## src/rtl/cube_top_color_tracker_if.sv

```systemverilog
// Bundle between the move/jump controller (master) and the top-colour
// tracker (slave). The tracker drives the colour vector and status back.
interface cube_top_color_tracker_if #(
    parameter int N_cube = 28,
    parameter int IDX_W  = 5
);
    logic [2:0]        qbert_jump;
    logic              done_move;
    logic [IDX_W-1:0]  land_idx;
    logic              clear_level;
    logic [N_cube-1:0] nios_top_color;
    logic [IDX_W-1:0]  color_cnt;
    logic              level_done;
    logic              fall_pulse;
    logic              busy;

    modport master (
        output qbert_jump, done_move, land_idx, clear_level,
        input  nios_top_color, color_cnt, level_done, fall_pulse, busy
    );

    modport slave (
        input  qbert_jump, done_move, land_idx, clear_level,
        output nios_top_color, color_cnt, level_done, fall_pulse, busy
    );
endinterface

```

## src/rtl/cube_top_color_tracker.sv

```systemverilog
// Owns the per-cube "top face coloured" vector fed to every cube_generator.
// Follows the jump handshake (qbert_jump starts, done_move ends), latches
// the landing index, then colours that cube or flags a fall off the pyramid.
// Optional macro CUBE_TOGGLE_EN: a landing inverts the cube bit instead of
// setting it, so stepping on a coloured cube uncolours it.
module cube_top_color_tracker #(
    parameter int N_cube = 28,
    parameter int IDX_W  = 5
) (
    input logic clk,
    input logic reset,
    cube_top_color_tracker_if.slave bus
);

    typedef enum logic [1:0] {
        IDLE = 2'd0,
        JUMP = 2'd1,
        LAND = 2'd2
    } state_t;

    state_t            state_q, state_d;
    logic [IDX_W-1:0]  idx_q, idx_d;
    logic [N_cube-1:0] color_q, color_d;
    logic              fall_q, fall_d;
    logic [IDX_W-1:0]  cnt_q, cnt_d;
    logic              done_q;

    // Next-state logic: jump handshake, landing update, clear priority
    always_comb begin
        state_d = state_q;
        idx_d   = idx_q;
        color_d = color_q;
        fall_d  = 1'b0;
        case (state_q)
            IDLE: begin
                if (bus.qbert_jump != 3'b000) begin
                    state_d = JUMP;
                end
            end
            JUMP: begin
                if (bus.done_move) begin
                    idx_d   = bus.land_idx;
                    state_d = LAND;
                end
            end
            LAND: begin
                state_d = IDLE;
                if (idx_q < IDX_W'(N_cube)) begin
                    for (int i = 0; i < N_cube; i++) begin
                        if (idx_q == IDX_W'(i)) begin
`ifdef CUBE_TOGGLE_EN
                            color_d[i] = ~color_q[i];
`else
                            color_d[i] = 1'b1;
`endif
                        end
                    end
                end else begin
                    fall_d = 1'b1;
                end
            end
            default: state_d = IDLE;
        endcase
        // A clear wins over a landing in the same cycle; the fall flag survives
        if (bus.clear_level) begin
            color_d = '0;
        end
    end

    // Popcount of the current vector, registered one cycle behind it
    always_comb begin
        cnt_d = '0;
        for (int i = 0; i < N_cube; i++) begin
            cnt_d = cnt_d + IDX_W'(color_q[i]);
        end
    end

    // State, landing index, colour vector and status registers
    always_ff @(posedge clk or posedge reset) begin
        if (reset) begin
            state_q <= IDLE;
            idx_q   <= '0;
            color_q <= '0;
            fall_q  <= 1'b0;
            cnt_q   <= '0;
            done_q  <= 1'b0;
        end else begin
            state_q <= state_d;
            idx_q   <= idx_d;
            color_q <= color_d;
            fall_q  <= fall_d;
            cnt_q   <= cnt_d;
            done_q  <= &color_q;
        end
    end

    assign bus.nios_top_color = color_q;
    assign bus.color_cnt      = cnt_q;
    assign bus.level_done     = done_q;
    assign bus.fall_pulse     = fall_q;
    assign bus.busy           = (state_q != IDLE);

endmodule

```

## src/flat_wrapper.sv

```systemverilog
// flat-port wrapper written by rule: the top's interface ports become plain ports
module cube_top_color_tracker_flat 
#(
    parameter int N_cube = 28,
    parameter int IDX_W  = 5
)
  (clk, reset, bus_qbert_jump, bus_done_move, bus_land_idx, bus_clear_level, bus_nios_top_color, bus_color_cnt, bus_level_done, bus_fall_pulse, bus_busy);
  cube_top_color_tracker_if #(.N_cube(N_cube), .IDX_W(IDX_W)) bus_i ();
  input logic clk;
  input logic reset;
  input wire logic [$bits(bus_i.qbert_jump)-1:0] bus_qbert_jump;
  input wire logic [$bits(bus_i.done_move)-1:0] bus_done_move;
  input wire logic [$bits(bus_i.land_idx)-1:0] bus_land_idx;
  input wire logic [$bits(bus_i.clear_level)-1:0] bus_clear_level;
  output wire logic [$bits(bus_i.nios_top_color)-1:0] bus_nios_top_color;
  output wire logic [$bits(bus_i.color_cnt)-1:0] bus_color_cnt;
  output wire logic [$bits(bus_i.level_done)-1:0] bus_level_done;
  output wire logic [$bits(bus_i.fall_pulse)-1:0] bus_fall_pulse;
  output wire logic [$bits(bus_i.busy)-1:0] bus_busy;
  assign bus_i.qbert_jump = bus_qbert_jump;
  assign bus_i.done_move = bus_done_move;
  assign bus_i.land_idx = bus_land_idx;
  assign bus_i.clear_level = bus_clear_level;
  assign bus_nios_top_color = bus_i.nios_top_color;
  assign bus_color_cnt = bus_i.color_cnt;
  assign bus_level_done = bus_i.level_done;
  assign bus_fall_pulse = bus_i.fall_pulse;
  assign bus_busy = bus_i.busy;
  cube_top_color_tracker #(.N_cube(N_cube), .IDX_W(IDX_W)) u_core (.clk(clk), .reset(reset), .bus(bus_i));
endmodule
```

## config.mk

```make
export PLATFORM = sky130hd
export DESIGN_NAME = cube_top_color_tracker_flat
export DESIGN_NICKNAME = d
export VERILOG_FILES = /design/src/rtl/cube_top_color_tracker_if.sv /design/src/rtl/cube_top_color_tracker.sv /design/src/flat_wrapper.sv
export SDC_FILE = /design/constraint.sdc
export NUM_CORES = 1
export LEC_CHECK = 0
export BUFFER_PORTS_ARGS = -buffer_cell sky130_fd_sc_hd__buf_2
export CORE_ASPECT_RATIO = 0.7
export CORE_MARGIN = 10
export CORE_UTILIZATION = 59
export DETAILED_ROUTE_END_ITERATION = 8
export GPL_TIMING_DRIVEN = 0
export PLACE_DENSITY = 0.85
export SLEW_MARGIN = 20
export SYNTH_ARGS = -nofsm -noshare
export SYNTH_HDL_FRONTEND = slang
export SYNTH_SLANG_ARGS = --single-unit
export TNS_END_PERCENT = 1
```

## constraint.sdc

```tcl
create_clock -name clk -period 13.1 [get_ports clk]
set_clock_uncertainty 0.2 [all_clocks]
set_input_delay 2.62 -clock clk [delete_from_list [all_inputs] [get_ports clk]]
set_output_delay 2.62 -clock clk [all_outputs]
set_load 0.005 [all_outputs]
```

==> results of run 1 <==
-- kinds of logic (layout without fill, tap and decap cells) --
family / Yosys count / count (layout)
muxes: 5 / 5
and+or+nand+nor: 30 / 30
DFF: 42 / 42
buffers and inverters: 60 / 116
xor gates and xnor gates: 3 / 3
adders and majority gates: 29 / 29
AOI/OAI and AO/OA: 37 / 37
-- final timing paths --
kind                            slack [ps]                             to  cells past startpoint                         start
worst max-delay path                  7800        u_core.bus.color_cnt[4]                     13  u_core.bus.nios_top_color[0]
worst min-delay path                   280              u_core.state_q[0]                      1             u_core.state_q[1]
worst max register to register        7800        u_core.bus.color_cnt[4]                     13  u_core.bus.nios_top_color[0]
worst min register to register         280              u_core.state_q[0]                      1             u_core.state_q[1]
max in group asynchronous            10110  u_core.bus.nios_top_color[22]                      3                         reset
min in group asynchronous             2120  u_core.bus.nios_top_color[14]                      2                         reset
-- per-layer routing --
| layer | global-route usage (%) | vias to the layer above |
|---|---|---|
| li1 | - | 801 |
| met2 | 25.2 | 100 |
| met4 | 3.81 | 0 |
| met5 | 0 | - |
| met1 | 22.3 | 875 |
| met3 | 8.84 | 10 |
-- layout make-up --
| type | instances | share of cell area, % |
|---|---|---|
| well taps | 50 | 2.28 |
| plain buffers | 9 | 1.42 |
| inverters | 51 | 6.99 |
| clock inverters | 1 | 1.10 |
| clock buffers | 7 | 2.79 |
| multi-input cells | 104 | 37.5 |
| flip-flops and latches | 42 | 38.4 |
| repair buffers | 48 | 9.59 |
-- sequential cells by signal, indices dropped and copies added (netlist names) --
signal	flops
u_core.bus.color_cnt	5
u_core.bus.fall_pulse	1
u_core.bus.level_done	1
u_core.bus.nios_top_color	28
u_core.idx_q	5
u_core.state_q	2
-- Yosys cell counts --
library cell	instances
o21ai_0	1
or4_1	1
buf_2	4
and3b_1	1
xnor2_1	1
or2_2	1
nor4_1	1
or3_1	4
xor2_1	2
nand2b_1	1
ha_1	9
dfrtp_1	42
nand3_1	1
nand3b_1	2
nor4_2	1
nor2b_1	1
a21oi_1	2
nand2_1	1
clkbuf_1	4
o22ai_1	24
nor2_1	7
a41oi_1	4
fa_1	20
nor3b_1	1
and4_1	1
mux2_2	5
nand4_1	6
inv_1	51
buf_1	1
o2111ai_1	3
a211oi_1	1
o211ai_1	2
-- power by group through the flow --
stage	combinational [mW]	clock (mW)	sequential (mW)
global placement	0.102	0	0.165
finish	0.108	0.102	0.164
CTS	0.108	0.102	0.163
global route	0.123	0.109	0.167
detailed placement	0.106	0	0.166
floorplan	0.0740	0	0.162
-- per-stage QoR --
step	power [mW]	std cells	setup WS (ps)	instance area (sq um)
after global placement	0.267	303	7890	2610
after floorplan	0.236	206	8080	2310
after global routing	0.399	312	7600	2740
after CTS	0.373	312	7820	2740
after detailed placement	0.272	304	7860	2630
final	0.375	312	7800	2740
==> reports/qor.yml, run 1 <==
multi_input_area_sq_um: 1030
synth-seq-cells: 42
drive_gt1_share_pct: 25.2
setup_tns_ps: 0
critPathBufInv: 1
clkLatencyLatePin_ps: 300
p_per_area_nw_per_um2: 137
synthXorXnorAreaFrac_pct: 1.14
grt-ovfl-total: 0
regArea_sq_um: 1050
fill_cells: 253
worstSetupStartpointType: "register"
cts_tree: "yes"
wl_per_cell_microns: 18.0
pin_count: 48
min_path_type: "reg2reg"
antenna_cells: 0
synth_cell_types: 32
final_common_cell: "buf_2"
htree_levels: 2
path_delay_family: "adder cells"
slowest_delay_ps: 540
seq_area_frac_synth_pct: 45.5
yosys_warnings: 0
cts.clk_slew.worst_paths_ps: 80
cts-resized-gates: 0
wl_met3_microns: 735
rsz0062_at_grt: "false"
grt_pass1_vias: 1867
synth_top_family_by_area: "adder cells"
dr_total_vias: 1786
postCtsHoldBufs: 0
yosysTopAreaCellShare_pct: 45.5
drc: 0
crit_fanout: 3
sw_frac_of_total_pct: 33.5
routabilityCongestion: 0.906
period_share_pct: 40.5
cts_sinks: 42
start_util_pct: 63.3
muxShareOfSynthArea_pct: 2.44
synth_area_leader_cell: "dfrtp_1"
clkPwrFrac_pct: 27.3
slew_headroom_pct: 62.0
max_freq_mhz: 189
p_leak_nw: 1.43
wirelength_mm: 5.62
final-setup-viol-count: 0
synth_area_sq_um: 2310
synth_compound_area_share_pct: 10.8
netlist_instances: 206
period_minus_slack_ps: 5300
core_area_sq_um: 3650
dpl.hpwl_mm: 4.41
tightest_slew_ps: 568
io_buffers: 47
clk_root_buffer_cell: "clkbuf_8"
synth_adder_area_share_pct: 22.2
wl_met2_mm: 2.50
comb_power_share_pct: 28.9
cts_buffers: 5
synth-simple-area-share_pct: 7.91
antenna_found_initial: 0
grt_max_degree: 24
vdd_ir_drop_max_uv: 96.1
syn-mean-instance-area_sq_um: 11.2
grt_pass1_wl_mm: 9.31
highest_layer: "met4"
synth_nets: 247
seqPwrFrac_pct: 43.8
cts_setup_buffers: 0
nets: 302
status: "complete, no violations"
arrival_ps: 5330
area_delta_synth_final_pct: 18.7
maxSlewViolCount: 0
layout_common_cells: "buf_2 (51), inv_1 (50), dfrtp_1 (42)"
path_class: "reg2reg"
timing.hold.ws_ps: 283
crit_top_cell: "fa_1"
wl_met1_mm: 2.34
first_pass_iters: 5
drv_cap: 0
clockBufferDepth: 2
slowest_stage: "fa_1"
drt_iter0_drc: 145
die_y_microns: 72.3
post-route-util_pct: 75.1
die-width_microns: 94.8
grt_util_all_layers_pct: 17.2
final_hold_viol_count: 0
p_int_uw: 249
switchingPower_uw: 126
crit_required_ps: 13130
row_count: 18
endpoint_kind: "register"
synthTopCellsByArea: "dfrtp_1 (46%), fa_1 (17%), inv_1 (8.3%), o22ai_1 (6.5%), ha_1 (4.9%)"
die_area_sq_um: 6850
drtAntennaViolNets: 0
via_per_inst: 5.72
path_cells: "ha_1, inv_1, fa_1, fa_1, fa_1, fa_1, fa_1, fa_1, fa_1, fa_1, nand2b_1, a21oi_1, xor2_1"
No activity file was read; power rests on OpenSTA's default activity.
==> run 2: changes to the inputs <==
--- a/config.mk
+++ b/config.mk
@@ -8,10 +8,10 @@
 export BUFFER_PORTS_ARGS = -buffer_cell sky130_fd_sc_hd__buf_2
 export CORE_ASPECT_RATIO = 0.7
 export CORE_MARGIN = 10
-export CORE_UTILIZATION = 59
+export CORE_UTILIZATION = 49
 export DETAILED_ROUTE_END_ITERATION = 8
 export GPL_TIMING_DRIVEN = 0
-export PLACE_DENSITY = 0.85
+export PLACE_DENSITY = 0.76
 export SLEW_MARGIN = 20
 export SYNTH_ARGS = -nofsm -noshare
 export SYNTH_HDL_FRONTEND = slang
==> constraint.sdc (replaced) <==
create_clock -name clk -period 4.6 [get_ports clk]
set_clock_uncertainty 0.2 [all_clocks]
set_input_delay 0.92 -clock clk [delete_from_list [all_inputs] [get_ports clk]]
set_output_delay 0.92 -clock clk [all_outputs]
set_load 0.005 [all_outputs]
==> run 2 against run 1 <==
Effect of this change:
- largest cell class is now multi-input gates
- sequential share of layout area shrank 0.74 points
- wire length rose by 1.3%
- via count decreased by 2.5%
- the run now ends with setup timing left
- global-route usage is 2.6 points lower
- register-to-register slack worse by 8200 ps
==> reports/qor.yml, run 2 (synthesis results as in run 1) <==
worstSetupStartpointType: "register"  # unchanged
slew_headroom_pct: 65.7  # was 62.0%
grt_pass1_vias: 1801  # was 1867
startpoint: "u_core.bus.nios_top_color[1]"  # was u_core.bus.nios_top_color[0]
crit_fanout: 3  # unchanged
rsz0062_at_grt: "true"  # was false
period_share_pct: 109  # was 40.5%
clk_root_buffer_cell: "clkbuf_8"  # unchanged
dr_total_vias: 1742  # was 1786
start_util_pct: 51.8  # was 63.3%
antenna_cells: 0  # unchanged
drive_gt1_share_pct: 30.0  # was 25.2%
hold_start: "u_core.state_q[1]"  # unchanged
slowest_stage: "fa_1"  # unchanged
cts_buffers: 5  # unchanged
comb_power_share_pct: 29.0  # was 28.9%
setup_ws_ps: -402  # was 7800 ps
endpoint_kind: "register"  # unchanged
fill_cells: 369  # was 253
die_area_sq_um: 7900  # was 6850 sq um
drc: 0  # unchanged
path_cells: "ha_4, inv_2, fa_1, fa_1, fa_1, fa_1, fa_1, fa_1, fa_2, fa_2, nand2b_4, a21oi_2, xor2_1"  # was ha_1, inv_1, fa_1, fa_1, fa_1, fa_1, fa_1, fa_1, fa_1, fa_1, nand2b_1, a21oi_1, xor2_1
cts.clk_slew.worst_paths_ps: 80  # about the same
postCtsHoldBufs: 0  # unchanged
via_per_inst: 5.48  # was 5.72
status: "finished, violations left"  # was complete, no violations
p_per_area_nw_per_um2: 387  # was 137 nW/um^2
min_path_type: "reg2reg"  # unchanged
r2r_setup_slack_ps: -400  # was 7800 ps
wl_per_cell_microns: 17.9  # was 18.0 microns
tightest_slew_ps: 512  # was 568 ps
clockBufferDepth: 2  # unchanged
place_ws_ps: -439  # was 7860 ps
die-width_microns: 102  # was 94.8 microns
final-setup-viol-count: 3  # was 0
max_freq_mhz: 200  # was 189 MHz
crit_required_ps: 4620  # was 13130 ps
wirelength_mm: 5.70  # was 5.62 mm
clkLatencyLatePin_ps: 290  # was 300 ps
path_class: "reg2reg"  # unchanged
p_int_uw: 726  # was 249 uW
core_area_sq_um: 4450  # was 3650 sq um
r2r-start: "u_core.bus.nios_top_color[1]"  # was u_core.bus.nios_top_color[0]
layout_common_cells: "buf_2 (51), inv_1 (46), dfrtp_1 (41)"  # was buf_2 (51), inv_1 (50), dfrtp_1 (42)
grt_pass1_wl_mm: 9.16  # was 9.31 mm
routabilityCongestion: 0.852  # was 0.906
violations: "setup timing"
reg2reg_depth: 13  # unchanged
nets: 304  # was 302
die_y_microns: 77.4  # was 72.3 microns
htree_levels: 2  # unchanged
dpl.hpwl_mm: 4.41  # about the same
hold_path_end: "u_core.state_q[0]"  # unchanged
sw_frac_of_total_pct: 32.9  # was 33.5%
switchingPower_uw: 356  # was 126 uW
vdd_ir_drop_max_uv: 164  # was 96.1 uV
grt_util_all_layers_pct: 14.6  # was 17.2%
antenna_found_initial: 0  # unchanged
final_common_cell: "buf_2"  # unchanged
slowest_delay_ps: 520  # was 540 ps
arrival_ps: 5020  # was 5330 ps
grt-ovfl-total: 0  # unchanged
p_leak_nw: 1.45  # was 1.43 nW
cts_sinks: 42  # unchanged
drtAntennaViolNets: 0  # unchanged
min_path_cells: 1  # unchanged
final_hold_viol_count: 0  # unchanged
drt_iter0_drc: 161  # was 145
period_minus_slack_ps: 5000  # was 5300 ps
cts_tree: "yes"  # unchanged
area_delta_synth_final_pct: 21.2  # was 18.7%
stdcell_count: 318  # was 312
first_pass_iters: 4  # was 5
grt_max_degree: 24  # unchanged
largest_reg_flops: 28  # unchanged
row_count: 20  # was 18
r2r_end: "u_core.bus.color_cnt[4]"  # unchanged
crit_top_cell: "fa_1"  # unchanged
pin_count: 48  # unchanged
placedCellCount: 309  # was 304
maxSlewViolCount: 0  # unchanged
drv_cap: 0  # unchanged
clkPwrFrac_pct: 27.6  # was 27.3%
io_buffers: 47  # unchanged
seqPwrFrac_pct: 43.4  # was 43.8%
## run 2: area by class of cell
| type | count | area [sq um] | area share, % |
|---|---|---|---|
| Inverter | 51 | 191 | 6.84 |
| Clock inverter | 1 | 30.0 | 1.07 |
| Clock buffer | 6 | 82.6 | 2.95 |
| Tap cell | 55 | 68.8 | 2.46 |
| Buffer | 9 | 38.8 | 1.39 |
| Multi-Input combinational cell | 104 | 1060 | 37.7 |
| Sequential cell | 42 | 1050 | 37.6 |
| Timing Repair Buffer | 50 | 278 | 9.93 |
## run 2: metrics by stage
| stage | hold slack (ps) | power (mW) | instance area, sq um | TNS, ps | utilization, % |
|---|---|---|---|---|---|
| 3_5_place_dp | 256 | 0.780 | 2650 | -821 | 59.5 |
| 3_3_place_gp | 247 | 0.765 | 2620 | -827 | 58.8 |
| 6_report | 274 | 1.08 | 2800 | -723 | 62.8 |
| 2_1_floorplan | 224 | 0.675 | 2320 | -353 | - |
| 4_1_cts | 267 | 1.08 | 2770 | -913 | 62.2 |
| 5_1_grt | 300 | 1.15 | 2800 | -1330 | 62.8 |
## run 2: repair_timing
| item | CTS | global route |
|---|---|---|
| pin swaps | 1 | 2 |
| endpoints found under the hold margin | 0 | 0 |
| gates resized for setup | 2 | 5 |
| setup buffers | 0 | 2 |
| endpoints found under the setup margin | 4 | 4 |
## run 2: how the worst max path moves through the flow
stage                         endpoint  slack (ps)  cells after the start
6_report       u_core.bus.color_cnt[4]        -400                     13
5_1_grt        u_core.bus.color_cnt[4]        -580                     14
4_1_cts        u_core.bus.color_cnt[4]        -450                     13
3_5_place_dp   u_core.bus.color_cnt[4]        -440                     13
3_3_place_gp   u_core.bus.color_cnt[4]        -440                     13
2_1_floorplan  u_core.bus.color_cnt[4]        -260                     13
## run 2: per-layer routing
metal	global-route usage (%)	vias up	wire length (microns)
met5	0	-	0
met4	3.37	0	56
met3	6.28	7	593
met2	20.9	75	2550
met1	19.8	851	2490
li1	-	809	-
## run 2: power groups by stage
stage	Combinational [mW]	Clock (mW)	Sequential, mW
2_1_floorplan	0.213	0	0.462
3_3_place_gp	0.294	0	0.471
3_5_place_dp	0.306	0	0.474
4_1_cts	0.311	0.304	0.467
5_1_grt	0.361	0.316	0.477
6_report	0.314	0.299	0.469
## run 2: critical path: cells and delay by family, from the launching register on
kind	cells	cell delay, ps
and+or+nand+nor	1	150
xor gates and xnor gates	1	160
adders and majority gates	9	3830
buffers and inverters	1	30
DFF	1	430
AOI/OAI and AO/OA	1	130
